## src/rtl/e203_clkgate_ctrl.sv

```systemverilog
// ---------------------------------------------------------------------------
// e203_clkgate_ctrl
//   Idle-driven clock gating controller. Watches activity on the gated unit
//   and drops the gating-cell enable after a programmable run of idle cycles.
//   Any activity (busy, wake_req, force_on, test_mode) brings the clock back.
//
//   Optional feature macro: E203_CLKGATE_CTRL_WAKE_EN
//     defined   : leaving GATED passes through a WAKE phase of WAKE_DLY cycles
//                 with the clock running but clk_ready held low.
//     undefined : leaving GATED goes straight to RUN; WAKE_DLY is unused.
//
// Ports
//   clk         in   free-running clock (ungated side)
//   rst         in   synchronous active-high reset
//   test_mode   in   DFT override, counts as activity
//   busy        in   gated unit has outstanding work
//   wake_req    in   external wake request
//   force_on    in   software keep-clock-on
//   idle_thresh in   [CNT_W] idle cycles tolerated before gating (live)
//   clock_en    out  enable to the clock gating cell (registered)
//   clk_ready   out  gated clock running and stable (registered)
//   gated       out  clock currently stopped (registered)
// ---------------------------------------------------------------------------
module e203_clkgate_ctrl #(
    parameter int CNT_W    = 8,
    parameter int WAKE_DLY = 2
) (
    input  logic             clk,
    input  logic             rst,
    input  logic             test_mode,
    input  logic             busy,
    input  logic             wake_req,
    input  logic             force_on,
    input  logic [CNT_W-1:0] idle_thresh,
    output logic             clock_en,
    output logic             clk_ready,
    output logic             gated
);

    typedef enum logic [1:0] {
        S_RUN   = 2'd0,
        S_COUNT = 2'd1,
        S_GATED = 2'd2,
        S_WAKE  = 2'd3
    } state_e;

    localparam logic [CNT_W-1:0] WAKE_LAST = CNT_W'(WAKE_DLY - 1);
    localparam logic [CNT_W-1:0] CNT_ONE   = CNT_W'(1);

    state_e           state_q, state_d;
    logic [CNT_W-1:0] cnt_q, cnt_d;
    logic             clock_en_q, clock_en_d;
    logic             clk_ready_q, clk_ready_d;
    logic             gated_q, gated_d;
    logic             act;

`ifndef E203_CLKGATE_CTRL_WAKE_EN
    // Keeps WAKE_DLY referenced in the build that has no wake phase.
    logic unused_wake_last;
    assign unused_wake_last = |WAKE_LAST;
`endif

    assign act = busy | wake_req | force_on | test_mode;

    always_comb begin
        state_d = state_q;
        cnt_d   = cnt_q;
        case (state_q)
            S_RUN: begin
                if (!act) begin
                    state_d = S_COUNT;
                    cnt_d   = '0;
                end
            end
            S_COUNT: begin
                if (act) begin
                    state_d = S_RUN;
                    cnt_d   = '0;
                end else if (cnt_q >= idle_thresh) begin
                    // Compare before increment: cnt never exceeds idle_thresh,
                    // so it cannot wrap even at the all-ones threshold.
                    state_d = S_GATED;
                end else begin
                    cnt_d = cnt_q + CNT_ONE;
                end
            end
            S_GATED: begin
                if (act) begin
`ifdef E203_CLKGATE_CTRL_WAKE_EN
                    state_d = S_WAKE;
`else
                    state_d = S_RUN;
`endif
                    cnt_d = '0;
                end
            end
`ifdef E203_CLKGATE_CTRL_WAKE_EN
            S_WAKE: begin
                // Runs to completion regardless of activity.
                if (cnt_q == WAKE_LAST) begin
                    state_d = S_RUN;
                    cnt_d   = '0;
                end else begin
                    cnt_d = cnt_q + CNT_ONE;
                end
            end
`endif
            default: begin
                state_d = S_RUN;
                cnt_d   = '0;
            end
        endcase

        // Outputs are decoded from the next state and registered, so the
        // gating-cell enable comes straight off a flop.
        clock_en_d  = (state_d != S_GATED);
        clk_ready_d = (state_d == S_RUN) || (state_d == S_COUNT);
        gated_d     = (state_d == S_GATED);
    end

    always_ff @(posedge clk) begin
        if (rst) begin
            state_q     <= S_RUN;
            cnt_q       <= '0;
            clock_en_q  <= 1'b1;
            clk_ready_q <= 1'b1;
            gated_q     <= 1'b0;
        end else begin
            state_q     <= state_d;
            cnt_q       <= cnt_d;
            clock_en_q  <= clock_en_d;
            clk_ready_q <= clk_ready_d;
            gated_q     <= gated_d;
        end
    end

    assign clock_en  = clock_en_q;
    assign clk_ready = clk_ready_q;
    assign gated     = gated_q;

endmodule

```

## config.mk

```make
export PLATFORM = sky130hd
export DESIGN_NAME = e203_clkgate_ctrl
export DESIGN_NICKNAME = d
export VERILOG_FILES = /design/src/rtl/e203_clkgate_ctrl.sv
export SDC_FILE = /design/constraint.sdc
export NUM_CORES = 1
export LEC_CHECK = 0
export ABC_AREA = 1
export BUFFER_PORTS_ARGS = -buffer_cell sky130_fd_sc_hd__buf_4
export CORE_MARGIN = 1.5
export CORE_UTILIZATION = 54
export DETAILED_ROUTE_END_ITERATION = 12
export PLACE_DENSITY = 0.79
export SLEW_MARGIN = 20
export SYNTH_ARGS = -nofsm -noshare
export SYNTH_HDL_FRONTEND = slang
export SYNTH_SLANG_ARGS = --single-unit
```

## constraint.sdc

```tcl
create_clock -name clk -period 2 [get_ports clk]
set_clock_uncertainty 0.2 [all_clocks]
set_input_delay 0.3 -clock clk [delete_from_list [all_inputs] [get_ports clk]]
set_output_delay 0.3 -clock clk [all_outputs]
set_load 0.01 [all_outputs]
```

# Word level (Yosys, flattened, before mapping)
# Cells that the tools add are included.
[word_totals] reg_bits=13 latch_bits=0 ram_bits=0 mem_bits_ro=0 inputBits=14 wordCells=32 mem_count=0
[op_classes] add_sub_neg=1 multipliers=0 div=0 n_lt_le_gt_ge=1 n_eq_ne=8 shift=0 mux=10 n_bitwise=3 n_reduce_logical=4
[ops] op="$mux W8" n=4
[ops] op="$pmux W8 S3" n=1
[ops] op="$add A8 B1 Y8 const B" n=1
[ops] op="$ge A8 B8 Y1" n=1
[ops] op="$mux W2" n=4
[ops] op="$ne A2 B2 Y1 const B" n=3
[ops] op="$pmux W2 S3" n=1
[ops] op="$eq A2 B1 Y1 const B" n=2
[ops] op="$eq A2 B2 Y1 const B" n=2
[ops] op="$logic_not A2 Y1" n=2
[ops] op="$ne A3 B3 Y1 const B" n=1
[ops] op="$or A1 B1 Y1" n=3
[ops] op="$reduce_and A3 Y1" n=1
[ops] op="$logic_or A1 B1 Y1" n=1

# Depth between registers and ports, before layout
# Gate-level depths: netlist (run 1).
[logic_depth] ltp_word=7 depth_mapped=14 depth_no_buf=13

# Least setup slack after synthesis (run 1)
# OpenSTA, ideal clock, no wires.
[synth_timing] kind="input to register" from="input port idle_thresh[7]" to="register cnt_q[2]" t_arrival_ns=1.384 required_ns=1.685 setup_slack_ns=0.301 path_stages=10 path_buffers=1 cell_sequence="inv_1 -> ha_1 -> nand2_1 -> nor2_1 -> nand4_1 -> nand3_1 -> nand2_4 -> buf_6 -> a21oi_1 -> nor2_1"
[synth_between] elab_chain_cells=3
[synth_rtl] element="from (decl)" line="34" rtl="input logic [CNT_W-1:0] idle_thresh,"
[synth_rtl] element="$ge A8 B8 Y1" line="79" rtl="end else if (cnt_q >= idle_thresh) begin"
[synth_rtl] element="$ne A3 B3 Y1 (no line)"
[synth_rtl] element="$reduce_and A3 Y1 (no line)"
[synth_rtl] element="to (signal assigned)" line="130" rtl="cnt_q <= cnt_d;"
[synth_rtl] element="to (decl)" line="51" rtl="logic [CNT_W-1:0] cnt_q, cnt_d;"
# No other way between the ends.
# A chain may end at the register's enable or synchronous reset.

# Worst setup path in the final report (run 1)
[layout_timing] from="register cnt_q[7]" to="register clock_en_q (netlist: clock_en)"
[layout_between] elab_chain_cells=5
[layout_rtl] element="$ge A8 B8 Y1" line="79"
[layout_rtl] element="$mux W2" line="79"
[layout_rtl] element="$mux W2" line="76" rtl="if (act) begin"
[layout_rtl] element="$pmux W2 S3" line="68" rtl="case (state_q)"
[layout_rtl] element="$ne A2 B2 Y1" line="116" rtl="clock_en_d = (state_d != S_GATED);"
[layout_rtl] element="to (signal assigned)" line="131" rtl="clock_en_q <= clock_en_d;"
[layout_rtl] element="to (decl)" line="52" rtl="logic clock_en_q, clock_en_d;"
# No other way between the ends.

==> flow_summary.json, run 1 <==
{
  "drive_gt1_share_pct": 24.4,
  "drt-vias-per-instance": 5.29,
  "ctsHoldBuffers": 0,
  "async_reset_ff_share_pct": 0,
  "cts_htree_levels": 1,
  "timing_max_transition_violations_final": 0,
  "grt_overflow_total": 0,
  "via_count_of_the_first_global_routing_pass": 853,
  "hpwl_mm": 1.59,
  "tightest_slew_ns": 0.296,
  "die_y_um": 44.7,
  "drt_first_iter_violations": 29,
  "synth_enable_flop_cells": 0,
  "netlist.top_cell.by_area": "sky130_fd_sc_hd__dfxtp_1",
  "synth_commonest_cells": "29 x sky130_fd_sc_hd__nand2_1, 22 x sky130_fd_sc_hd__inv_1, 17 x sky130_fd_sc_hd__nand3_1",
  "ys_types": 21,
  "grt.total_usage_pct": 24.6,
  "post-synth-top-count-cell": "sky130_fd_sc_hd__nand2_1",
  "ys.flop_type": "sky130_fd_sc_hd__dfxtp_1",
  "power_report.internal_total_w": 0.000383,
  "n_fill_cell": 139,
  "number_of_synthesized_register_bits": 13,
  "startpoint_type": "flop",
  "setup_viol": 0,
  "synth_area_leaders": "sky130_fd_sc_hd__dfxtp_1 28%, sky130_fd_sc_hd__ha_1 12%, sky130_fd_sc_hd__nand2_1 12%",
  "clockRootBuffer": "sky130_fd_sc_hd__clkbuf_4",
  "synthesis.yosys.warnings": 0,
  "clockPowerShare_pct": 32.4,
  "pleak_nw": 0.573,
  "p_switching_w": 0.000150,
  "timing.critical_path.to_type": "flop",
  "final_instance_area_um2": 1120,
  "path_class": "reg -> reg",
  "cts_buffer_count": 3,
  "n_antenna_cell": 0,
  "die_width_um": 44.7,
  "cts_tree": "built",
  "report.final.hold_viol_count": 0,
  "net_count_reported_at_finish": 180,
  "hold_ws_ns": 0.00822,
  "tmin_final_ns": 1.81,
  "share_comb_of_total_power_pct": 16.6,
  "io_buffer_count": 16,
  "path_clk_slew_ns": 0.09,
  "route.final.wire_length_mm": 2.01,
  "fmaxAchievable_mhz": 552,
  "numClockSinks": 13,
  "dr.pass1.iters": 8,
  "grt_pass1_wl_mm": 3.48,
  "design.core.area_um2": 1560,
  "max_cap_violations": 0,
  "synth_largest_type_area_fraction_pct": 27.8,
  "pwr_density_cell_nw_per_um2": 477,
  "grt_max_degree": 18,
  "clk-insertion-delay-late_ns": 0.30,
  "die_area_um2": 1990,
  "cts-resized-gates": 0,
  "detail-route-antenna-nets": 0,
  "placementRows": 14,
  "max-vdd-ir-drop_uv": 523,
  "critical_path_required_ns": 1.99,
  "timing.critical_path.arrival_ns": 1.80,
  "failed_checks": "design-rule violations",
  "cts_post_setup_buffers_inserted": 0,
  "synthesis.area_um2": 937,
  "routed_wire_length_per_instance_um": 11.7,
  "area_growth_syn_to_layout_pct": 19.4,
  "syn_nets": 159,
  "synthCells": 136,
  "seq_area_frac_synth_pct": 27.8,
  "relSlewSlack_pct": 80.2,
  "power.share.sequential_pct": 51.0,
  "io_pins": 17,
  "finish.utilization_pct": 71.7,
  "vias": 910,
  "final_routed_drc_violation_total": 2,
  "critical_path.max_fanout": 17,
  "routabilityCongestion": 0.798,
  "clock_tree.buffer_depth": 2,
  "min-delay-path-class": "in -> reg",
  "swShare_pct": 28.2,
  "status": "finished, violations left",
  "postPlaceCellArea_um2": 1070,
  "post-route-period-util_pct": 90.6,
  "grt_antenna_before_repair": 0,
  "initial_core_util_pct": 60.1,
  "synthesis.area_per_instance_um2": 6.89
}
-- state kept, by name (all words and copies together), names as in the netlist --
| register | flops |
|---|---|
| cnt_q | 8 |
| gated | 1 |
| clock_en | 1 |
| clk_ready | 1 |
| state_q | 2 |
-- metal layers --
metal	GRT usage (%)	up-vias	wire length [µm]
li1	-	484	-
met5	0	-	0
met4	9.09	0	36
met2	44.9	26	1040
met1	26.8	394	829
met3	6.12	6	104
-- worst paths after layout --
check / cells past startpoint / slack [ns] / startpoint / to
setup / recovery: 8 / 0.19 / cnt_q[7] / clock_en
hold reg to reg: 1 / 0.30 / state_q[0] / state_q[0]
setup reg to reg: 8 / 0.19 / cnt_q[7] / clock_en
hold / removal: 2 / 0.008 / rst / cnt_q[6]
-- per-stage QoR --
step	power [W]	TNS, ns	instances	setup slack [ns]
2_1_floorplan	0.000329	0	136	0.301
3_3_place_gp	0.000361	0	168	0.175
3_5_place_dp	0.000364	0	168	0.00959
4_1_cts	0.000531	0	172	0.0572
5_1_grt	0.000562	-0.00926	172	-0.00926
6_report	0.000533	0	172	0.188
-- cell type report --
type / count / area, µm² / area share (%)
multi-input combinational: 99 / 588 / 52.6
timing repair buffer: 18 / 135 / 12.1
sequential: 13 / 265 / 23.7
tap: 16 / 20.0 / 1.79
clock inverter: 1 / 5.00 / 0.447
inverter: 22 / 82.6 / 7.38
clock buffer: 3 / 22.5 / 2.01
-- logic make-up (layout without fill, tap and decap cells) --
kind of cell	after synthesis	count (layout)	synth area share [%]
compound gates	16	16	9.35
fa+ha+maj	9	9	12.0
simple gates	74	74	39.7
buf+inv	24	44	11.2
flops	13	13	27.8
-- critical path, stage by stage (launching register included) --
cell and delay (ns):
sky130_fd_sc_hd__dfxtp_2 0.35, sky130_fd_sc_hd__ha_1 0.29, sky130_fd_sc_hd__nand2_1 0.08, sky130_fd_sc_hd__nor2_2 0.11, sky130_fd_sc_hd__nand4_1 0.12, sky130_fd_sc_hd__nand3_2 0.14, sky130_fd_sc_hd__nand2_8 0.11, sky130_fd_sc_hd__a21oi_1 0.22
sky130_fd_sc_hd__inv_1 0.08
-- power by group through the flow --
stage          clock network (W)  logic (W)  registers, W
2_1_floorplan                  0  0.0000521      0.000277
3_3_place_gp                   0  0.0000834      0.000277
3_5_place_dp                   0  0.0000868      0.000278
4_1_cts                 0.000173  0.0000872      0.000271
5_1_grt                 0.000186   0.000103      0.000273
6_report                0.000173  0.0000887      0.000272
-- placed cells by master (no fill, tap or decap), types with 2 or more instances in the layout --
| master | Yosys | routed |
|---|---|---|
| sky130_fd_sc_hd__nor2_1 | 14 | 13 |
| sky130_fd_sc_hd__nand3_1 | 17 | 16 |
| sky130_fd_sc_hd__inv_1 | 22 | 22 |
| sky130_fd_sc_hd__ha_1 | 9 | 9 |
| sky130_fd_sc_hd__buf_4 | 0 | 18 |
| sky130_fd_sc_hd__dfxtp_2 | 0 | 4 |
| sky130_fd_sc_hd__nand3_2 | 2 | 3 |
| sky130_fd_sc_hd__clkbuf_4 | 0 | 3 |
| sky130_fd_sc_hd__dfxtp_1 | 13 | 9 |
| sky130_fd_sc_hd__or2_2 | 2 | 2 |
| sky130_fd_sc_hd__nor2_2 | 1 | 2 |
| sky130_fd_sc_hd__a21oi_1 | 12 | 12 |
| sky130_fd_sc_hd__nand2_1 | 29 | 29 |
| sky130_fd_sc_hd__nand4_1 | 3 | 3 |
Power figures use the tool's default switching activity.
==> run 2: changes to the inputs <==
BUFFER_PORTS_ARGS = unset   (was -buffer_cell sky130_fd_sc_hd__buf_4)
CORE_UTILIZATION = 61   (was 54)
DONT_BUFFER_PORTS = 1   (was unset)
PLACE_DENSITY = 0.78   (was 0.79)
==> flow_summary.json, run 2 (same netlist as run 1, synthesis figures left out) <==
{
  "met2_usage_pct": 39.4,
  "drive_gt1_share_pct": 13.4,
  "grt_antenna_before_repair": 0,
  "final_instance_area_um2": 1010,
  "critical-path-top-cell-by-count": "sky130_fd_sc_hd__nor2_1",
  "routed_wire_length_per_instance_um": 12.3,
  "post-route-period-util_pct": 91.6,
  "layout_commonest_cell": "sky130_fd_sc_hd__nand2_1",
  "io_pins": 17,
  "route.final.wire_length_mm": 1.93,
  "postPlaceCellArea_um2": 948,
  "drt-vias-per-instance": 5.57,
  "vias": 875,
  "timing.critical_path.to_type": "flop",
  "path_cells": "ha_1, a21oi_1, nor2_1, nor2_1, nand3_2, nand2_4, nand3_1, nand2_1, nor2_1",
  "totalNegativeSetupSlack_ns": 0,
  "hpwl_mm": 1.41,
  "clockRootBuffer": "sky130_fd_sc_hd__clkbuf_4",
  "die_area_um2": 1780,
  "global_route.peak_usage_layer": "met2",
  "largest_register_ff_count": 8,
  "die_y_um": 42.2,
  "design.core.area_um2": 1370,
  "seq_area_um2": 260,
  "io_buffer_count": 0,
  "setup_viol": 0,
  "max-vdd-ir-drop_uv": 508,
  "cts_buffer_count": 3,
  "hold_path_depth": 3,
  "share_comb_of_total_power_pct": 13.5,
  "rrSetupSlack_ns": 0.17,
  "final_routed_drc_violation_total": 0,
  "finish.utilization_pct": 73.6,
  "power_report.internal_total_w": 0.000367,
  "gr-usage-met3_pct": 6.47,
  "report.final.hold_viol_count": 0,
  "worst_path_max_delay_cell": "sky130_fd_sc_hd__dfxtp_1",
  "pwr_density_cell_nw_per_um2": 507,
  "worst-r2r-cell-count": 9,
  "critical-path-max-stage-delay_ns": 0.41,
  "net_count_reported_at_finish": 166,
  "setup_ws_ns": 0.168,
  "top_register": "cnt_q",
  "n_fill_cell": 112,
  "total_power_w": 0.000510,
  "placementRows": 13,
  "via_count_of_the_first_global_routing_pass": 789,
  "critical_path.reg2reg.startpoint": "cnt_q[5]",
  "routabilityCongestion": 0.868,
  "timing_max_transition_violations_final": 0,
  "clock_tree.buffer_depth": 2,
  "cp_top_family": "simple AND/OR/NAND/NOR gates",
  "dr.pass1.iters": 4,
  "p_switching_w": 0.000143,
  "grt_max_degree": 18,
  "grt.total_usage_pct": 23.3,
  "relSlewSlack_pct": 80.3,
  "grt_setup_unrepaired": "false",
  "min-delay-path-class": "in -> reg",
  "die_width_um": 42.2,
  "multi_input_area_um2": 592,
  "grt_pass1_wl_mm": 3.25,
  "drt_first_iter_violations": 41,
  "grtUsageMet1_pct": 28.3,
  "cts_htree_levels": 1,
  "path_clk_slew_ns": 0.09,
  "biggestRegsByFlops": "cnt_q: 8 flops, state_q: 2 flops",
  "fmaxAchievable_mhz": 546,
  "place_worst_setup_slack_ns": 0.140,
  "tmin_final_ns": 1.83,
  "clk-insertion-delay-late_ns": 0.29,
  "max_cap_violations": 0,
  "critical_path.reg2reg.endpoint": "cnt_q[3]",
  "cts_tree": "built",
  "worstPathBufferInverterCount": 0,
  "numClockSinks": 13,
  "area_growth_syn_to_layout_pct": 7.34,
  "critical_path_required_ns": 1.98,
  "pleak_nw": 0.531,
  "hold_start": "test_mode",
  "path_class": "reg -> reg",
  "startpoint_type": "flop",
  "timing.critical_path.arrival_ns": 1.81,
  "critical_path.max_fanout": 9,
  "mostFrequentLayoutCells": "29 x sky130_fd_sc_hd__nand2_1, 22 x sky130_fd_sc_hd__inv_1, 16 x sky130_fd_sc_hd__nand3_1, 14 x sky130_fd_sc_hd__nor2_1, 13 x sky130_fd_sc_hd__dfxtp_1",
  "clockPowerShare_pct": 33.4,
  "status": "finished, final reports clean",
  "n_antenna_cell": 0,
  "detail-route-antenna-nets": 0,
  "min_to": "state_q[0]",
  "grt_overflow_total": 0,
  "power.share.sequential_pct": 53.1,
  "cts_post_setup_buffers_inserted": 0,
  "tightest_slew_ns": 0.295,
  "initial_core_util_pct": 68.6,
  "swShare_pct": 28.0
}
==> run 2: worst max-delay path by stage <==
stage | from | end | slack, ns | cells past startpoint
finish | cnt_q[5] | cnt_q[3] | 0.17 | 9
global placement | cnt_q[6] | clock_en | 0.23 | 8
detailed placement | cnt_q[6] | clock_en | 0.14 | 8
global route | cnt_q[5] | cnt_q[0] | 0.009 | 9
floorplan | idle_thresh[7] | cnt_q[2] | 0.30 | 10
CTS | cnt_q[6] | clock_en | 0.12 | 8
==> run 2: area by class of cell <==
type	instances	area share [%]
Multi-Input combinational cell	100	58.8
Sequential cell	13	25.9
Inverter	22	8.21
Timing Repair Buffer	3	2.49
Clock buffer	3	2.24
Tap cell	15	1.87
Clock inverter	1	0.498
==> run 2: worst register-to-register path: stages (launching register included) <==
cell                      delay, ns
sky130_fd_sc_hd__dfxtp_1       0.41
sky130_fd_sc_hd__ha_1          0.27
sky130_fd_sc_hd__a21oi_1       0.14
sky130_fd_sc_hd__nor2_1        0.05
sky130_fd_sc_hd__nor2_1        0.11
sky130_fd_sc_hd__nand3_2       0.17
sky130_fd_sc_hd__nand2_4       0.17
sky130_fd_sc_hd__nand3_1       0.10
sky130_fd_sc_hd__nand2_1       0.07
sky130_fd_sc_hd__nor2_1        0.04
==> run 2: stage by stage <==
step	hold WS (ns)	std cells
floorplan	0.169	136
global route	0.0459	157
global placement	0.171	151
finish	0.0316	157
detailed placement	0.171	151
CTS	0.0369	156
==> run 2: power groups by stage <==
stage | Sequential [W] | Clock (W) | Combinational [W]
6_report | 0.000271 | 0.000170 | 0.0000689
3_3_place_gp | 0.000277 | 0 | 0.0000617
5_1_grt | 0.000272 | 0.000180 | 0.0000815
4_1_cts | 0.000271 | 0.000171 | 0.0000676
2_1_floorplan | 0.000277 | 0 | 0.0000521
3_5_place_dp | 0.000277 | 0 | 0.0000639
==> run 2: layer usage <==
metal / vias to the layer above / part of all wire (%)
met4: 0 / 2.3
met3: 8 / 6.4
met2: 34 / 47
met5: - / 0
met1: 380 / 44
li1: 453 / -
==> run 2: repair_timing <==
item	CTS	global route
hold buffers	1	0
gates resized for setup	0	3
endpoints found under the setup margin	0	5
hold endpoints to repair	7	0
==> run 3: changes to the inputs <==
ABC_AREA = unset   (was 1)
CORE_UTILIZATION = 60   (was 61)
PLACE_DENSITY = 0.77   (was 0.78)
==> flow_summary.json, run 3 <==
{
  "worst_path_max_delay_cell": "sky130_fd_sc_hd__a2111oi_4",
  "hold_path_depth": 2,
  "status": "finished, violations left",
  "synthesis.area_per_instance_um2": 9.33,
  "area_growth_syn_to_layout_pct": 33.7,
  "top_layer": "met4",
  "path_class": "reg -> reg",
  "route.final.wire_length_mm": 2.13,
  "clk-insertion-delay-late_ns": 0.28,
  "setup_ws_ns": -0.105,
  "die_width_um": 41.2,
  "placementRows": 13,
  "met1Wirelength_um": 931,
  "max_cap_violations": 0,
  "critical_path_required_ns": 1.97,
  "clock_tree.buffer_depth": 2,
  "path_clk_slew_ns": 0.08,
  "synth_largest_type_area_fraction_pct": 29.7,
  "cp_top_family": "compound AO/OA/AOI/OAI gates",
  "cts_post_setup_buffers_inserted": 0,
  "synthesis.yosys.warnings": 0,
  "totalNegativeSetupSlack_ns": -0.742,
  "async_reset_ff_share_pct": 0,
  "timing.critical_path.to_type": "flop",
  "setup_viol": 10,
  "tmin_final_ns": 2.11,
  "relSlewSlack_pct": 75.0,
  "die_y_um": 41.2,
  "netlist.top_cell.by_area": "sky130_fd_sc_hd__dfxtp_1",
  "fmaxAchievable_mhz": 475,
  "cts_htree_levels": 1,
  "grt_overflow_total": 0,
  "worst-r2r-cell-count": 6,
  "cts_buffer_count": 3,
  "drt-vias-per-instance": 6.70,
  "failed_checks": "negative setup slack",
  "number_of_synthesized_register_bits": 13,
  "grt_max_degree": 8,
  "hpwl_mm": 1.47,
  "worstPathBufferInverterCount": 0,
  "die_area_um2": 1700,
  "grt_setup_unrepaired": "true",
  "met3_length_um": 145,
  "min-delay-path-class": "in -> reg",
  "syn_nets": 117,
  "grt_antenna_before_repair": 0,
  "ys.flop_type": "sky130_fd_sc_hd__dfxtp_1",
  "n_antenna_cell": 0,
  "final_routed_drc_violation_total": 0,
  "placed_cells_incl_taps": 122,
  "pleak_nw": 0.518,
  "clockRootBuffer": "sky130_fd_sc_hd__clkbuf_4",
  "drt_first_iter_violations": 49,
  "n_fill_cell": 70,
  "initial_core_util_pct": 65.8,
  "cts_tree": "built",
  "routed_wire_length_per_instance_um": 17.0,
  "post-synth-top-count-cell": "sky130_fd_sc_hd__dfxtp_1",
  "io_pins": 17,
  "timing_max_transition_violations_final": 0,
  "max-vdd-ir-drop_uv": 418,
  "top_register": "cnt_q",
  "grt_pass1_wl_mm": 2.93,
  "detail-route-antenna-nets": 0,
  "tightest_slew_ns": 0.375,
  "numClockSinks": 13,
  "timing.critical_path.arrival_ns": 2.08,
  "via_count_of_the_first_global_routing_pass": 712,
  "seq_area_frac_synth_pct": 29.7,
  "largest_register_ff_count": 8,
  "synth_commonest_cells": "13 x sky130_fd_sc_hd__dfxtp_1, 9 x sky130_fd_sc_hd__ha_1, 9 x sky130_fd_sc_hd__inv_1, 9 x sky130_fd_sc_hd__nor2_1, 6 x sky130_fd_sc_hd__nand3_1",
  "dr.pass1.iters": 4,
  "layout_commonest_cell": "sky130_fd_sc_hd__buf_4",
  "met2_wirelength_um": 981,
  "vias": 837,
  "hold_ws_ns": 0.0643,
  "synthCells": 94,
  "drive_gt1_share_pct": 48.2,
  "ys_types": 35,
  "mostFrequentLayoutCells": "12 x sky130_fd_sc_hd__buf_4, 7 x sky130_fd_sc_hd__inv_1, 7 x sky130_fd_sc_hd__dfxtp_1, 6 x sky130_fd_sc_hd__nand3_1, 6 x sky130_fd_sc_hd__dfxtp_2",
  "design.core.area_um2": 1330,
  "synth_enable_flop_cells": 0,
  "report.final.hold_viol_count": 0,
  "post-route-period-util_pct": 105,
  "grt.total_usage_pct": 27.3,
  "path_cells": "ha_1, a211oi_2, o21ai_2, a2111oi_4, nor3_4, a221o_1",
  "biggestRegsByFlops": "cnt_q: 8 flops, state_q: 2 flops",
  "pwr_density_cell_nw_per_um2": 400,
  "final-instance-count-excl-fill": 125,
  "synthesis.area_um2": 877,
  "synth_area_leaders": "sky130_fd_sc_hd__dfxtp_1 30%, sky130_fd_sc_hd__ha_1 13%, sky130_fd_sc_hd__o41ai_2 5.6%",
  "critical_path.max_fanout": 5,
  "critical-path-max-stage-delay_ns": 0.40,
  "net_count_reported_at_finish": 134,
  "cp_num_cells": 6,
  "startpoint_type": "flop",
  "io_buffer_count": 0,
  "routabilityCongestion": 0.743
}
-- run 3: cell count changes after synthesis, moves of 4 or more --
cell,change
sky130_fd_sc_hd__nand2_1,-25
sky130_fd_sc_hd__inv_1,-13
sky130_fd_sc_hd__a21oi_1,-12
sky130_fd_sc_hd__nand3_1,-11
sky130_fd_sc_hd__nor2_1,-5
sky130_fd_sc_hd__nor2b_1,+4
-- run 3: metal layers --
layer	global-route usage, %	vias up
met4	21.0	0
met3	4.35	8
met2	44.1	44
met1	31.6	400
li1	-	385
met5	0	-
-- run 3: power by group --
part | internal [W] | leakage (nW) | switching [W] | total (W)
clock network | 0.0000774 | 0.0150 | 0.0000899 | 0.000167
logic | 0.0000198 | 0.396 | 0.0000227 | 0.0000425
registers | 0.000259 | 0.108 | 0.000000689 | 0.000259
total | 0.000356 | 0.518 | 0.000113 | 0.000469
-- run 3: stage by stage --
stage	power, W	utilization (%)	setup slack [ns]	cell area, µm²
floorplan	0.000294	-	-0.00982	960
global placement	0.000301	80.4	-0.00148	1070
detailed placement	0.000302	80.4	-0.0685	1070
CTS	0.000466	83.7	-0.0631	1120
global route	0.000479	87.9	-0.182	1170
finish	0.000469	87.9	-0.105	1170
-- run 3: cell families after synthesis --
group | synth area share, %
muxes | 2.43
adders and majority gates | 12.8
DFF | 29.7
and+or+nand+nor | 26.5
AOI/OAI and AO/OA | 23.4
buffers and inverters | 5.14
-- run 3: worst paths after layout --
path,slack [ns],startpoint,to
setup / recovery,-0.11,cnt_q[3],cnt_q[5]
hold / removal,0.06,rst,cnt_q[3]
setup reg to reg,-0.11,cnt_q[3],cnt_q[5]
hold reg to reg,0.38,cnt_q[0],cnt_q[0]
-- run 3: cell type report --
cell class | instances | area, µm² | area share [%]
Tap cell | 15 | 18.8 | 1.60
Clock buffer | 4 | 26.3 | 2.24
Inverter | 9 | 33.8 | 2.88
Timing Repair Buffer | 13 | 101 | 8.64
Multi-Input combinational cell | 71 | 724 | 61.8
Sequential cell | 13 | 268 | 22.8
-- run 3: what timing repair did --
| action | 4_1_cts | 5_1_grt |
|---|---|---|
| endpoints found under the setup margin | 9 | 13 |
| hold endpoints to repair | 0 | 0 |
| resized for setup | 3 | 11 |
| hold buffers | 0 | 0 |
| pin swaps | 4 | 7 |
-- run 3: worst reg2reg max path, delay by kind of cell (launching register included) --
family,cells,cell delay (ns)
fa+ha+maj,1,0.23
compound gates,4,1.11
simple gates,1,0.12
flops,1,0.33
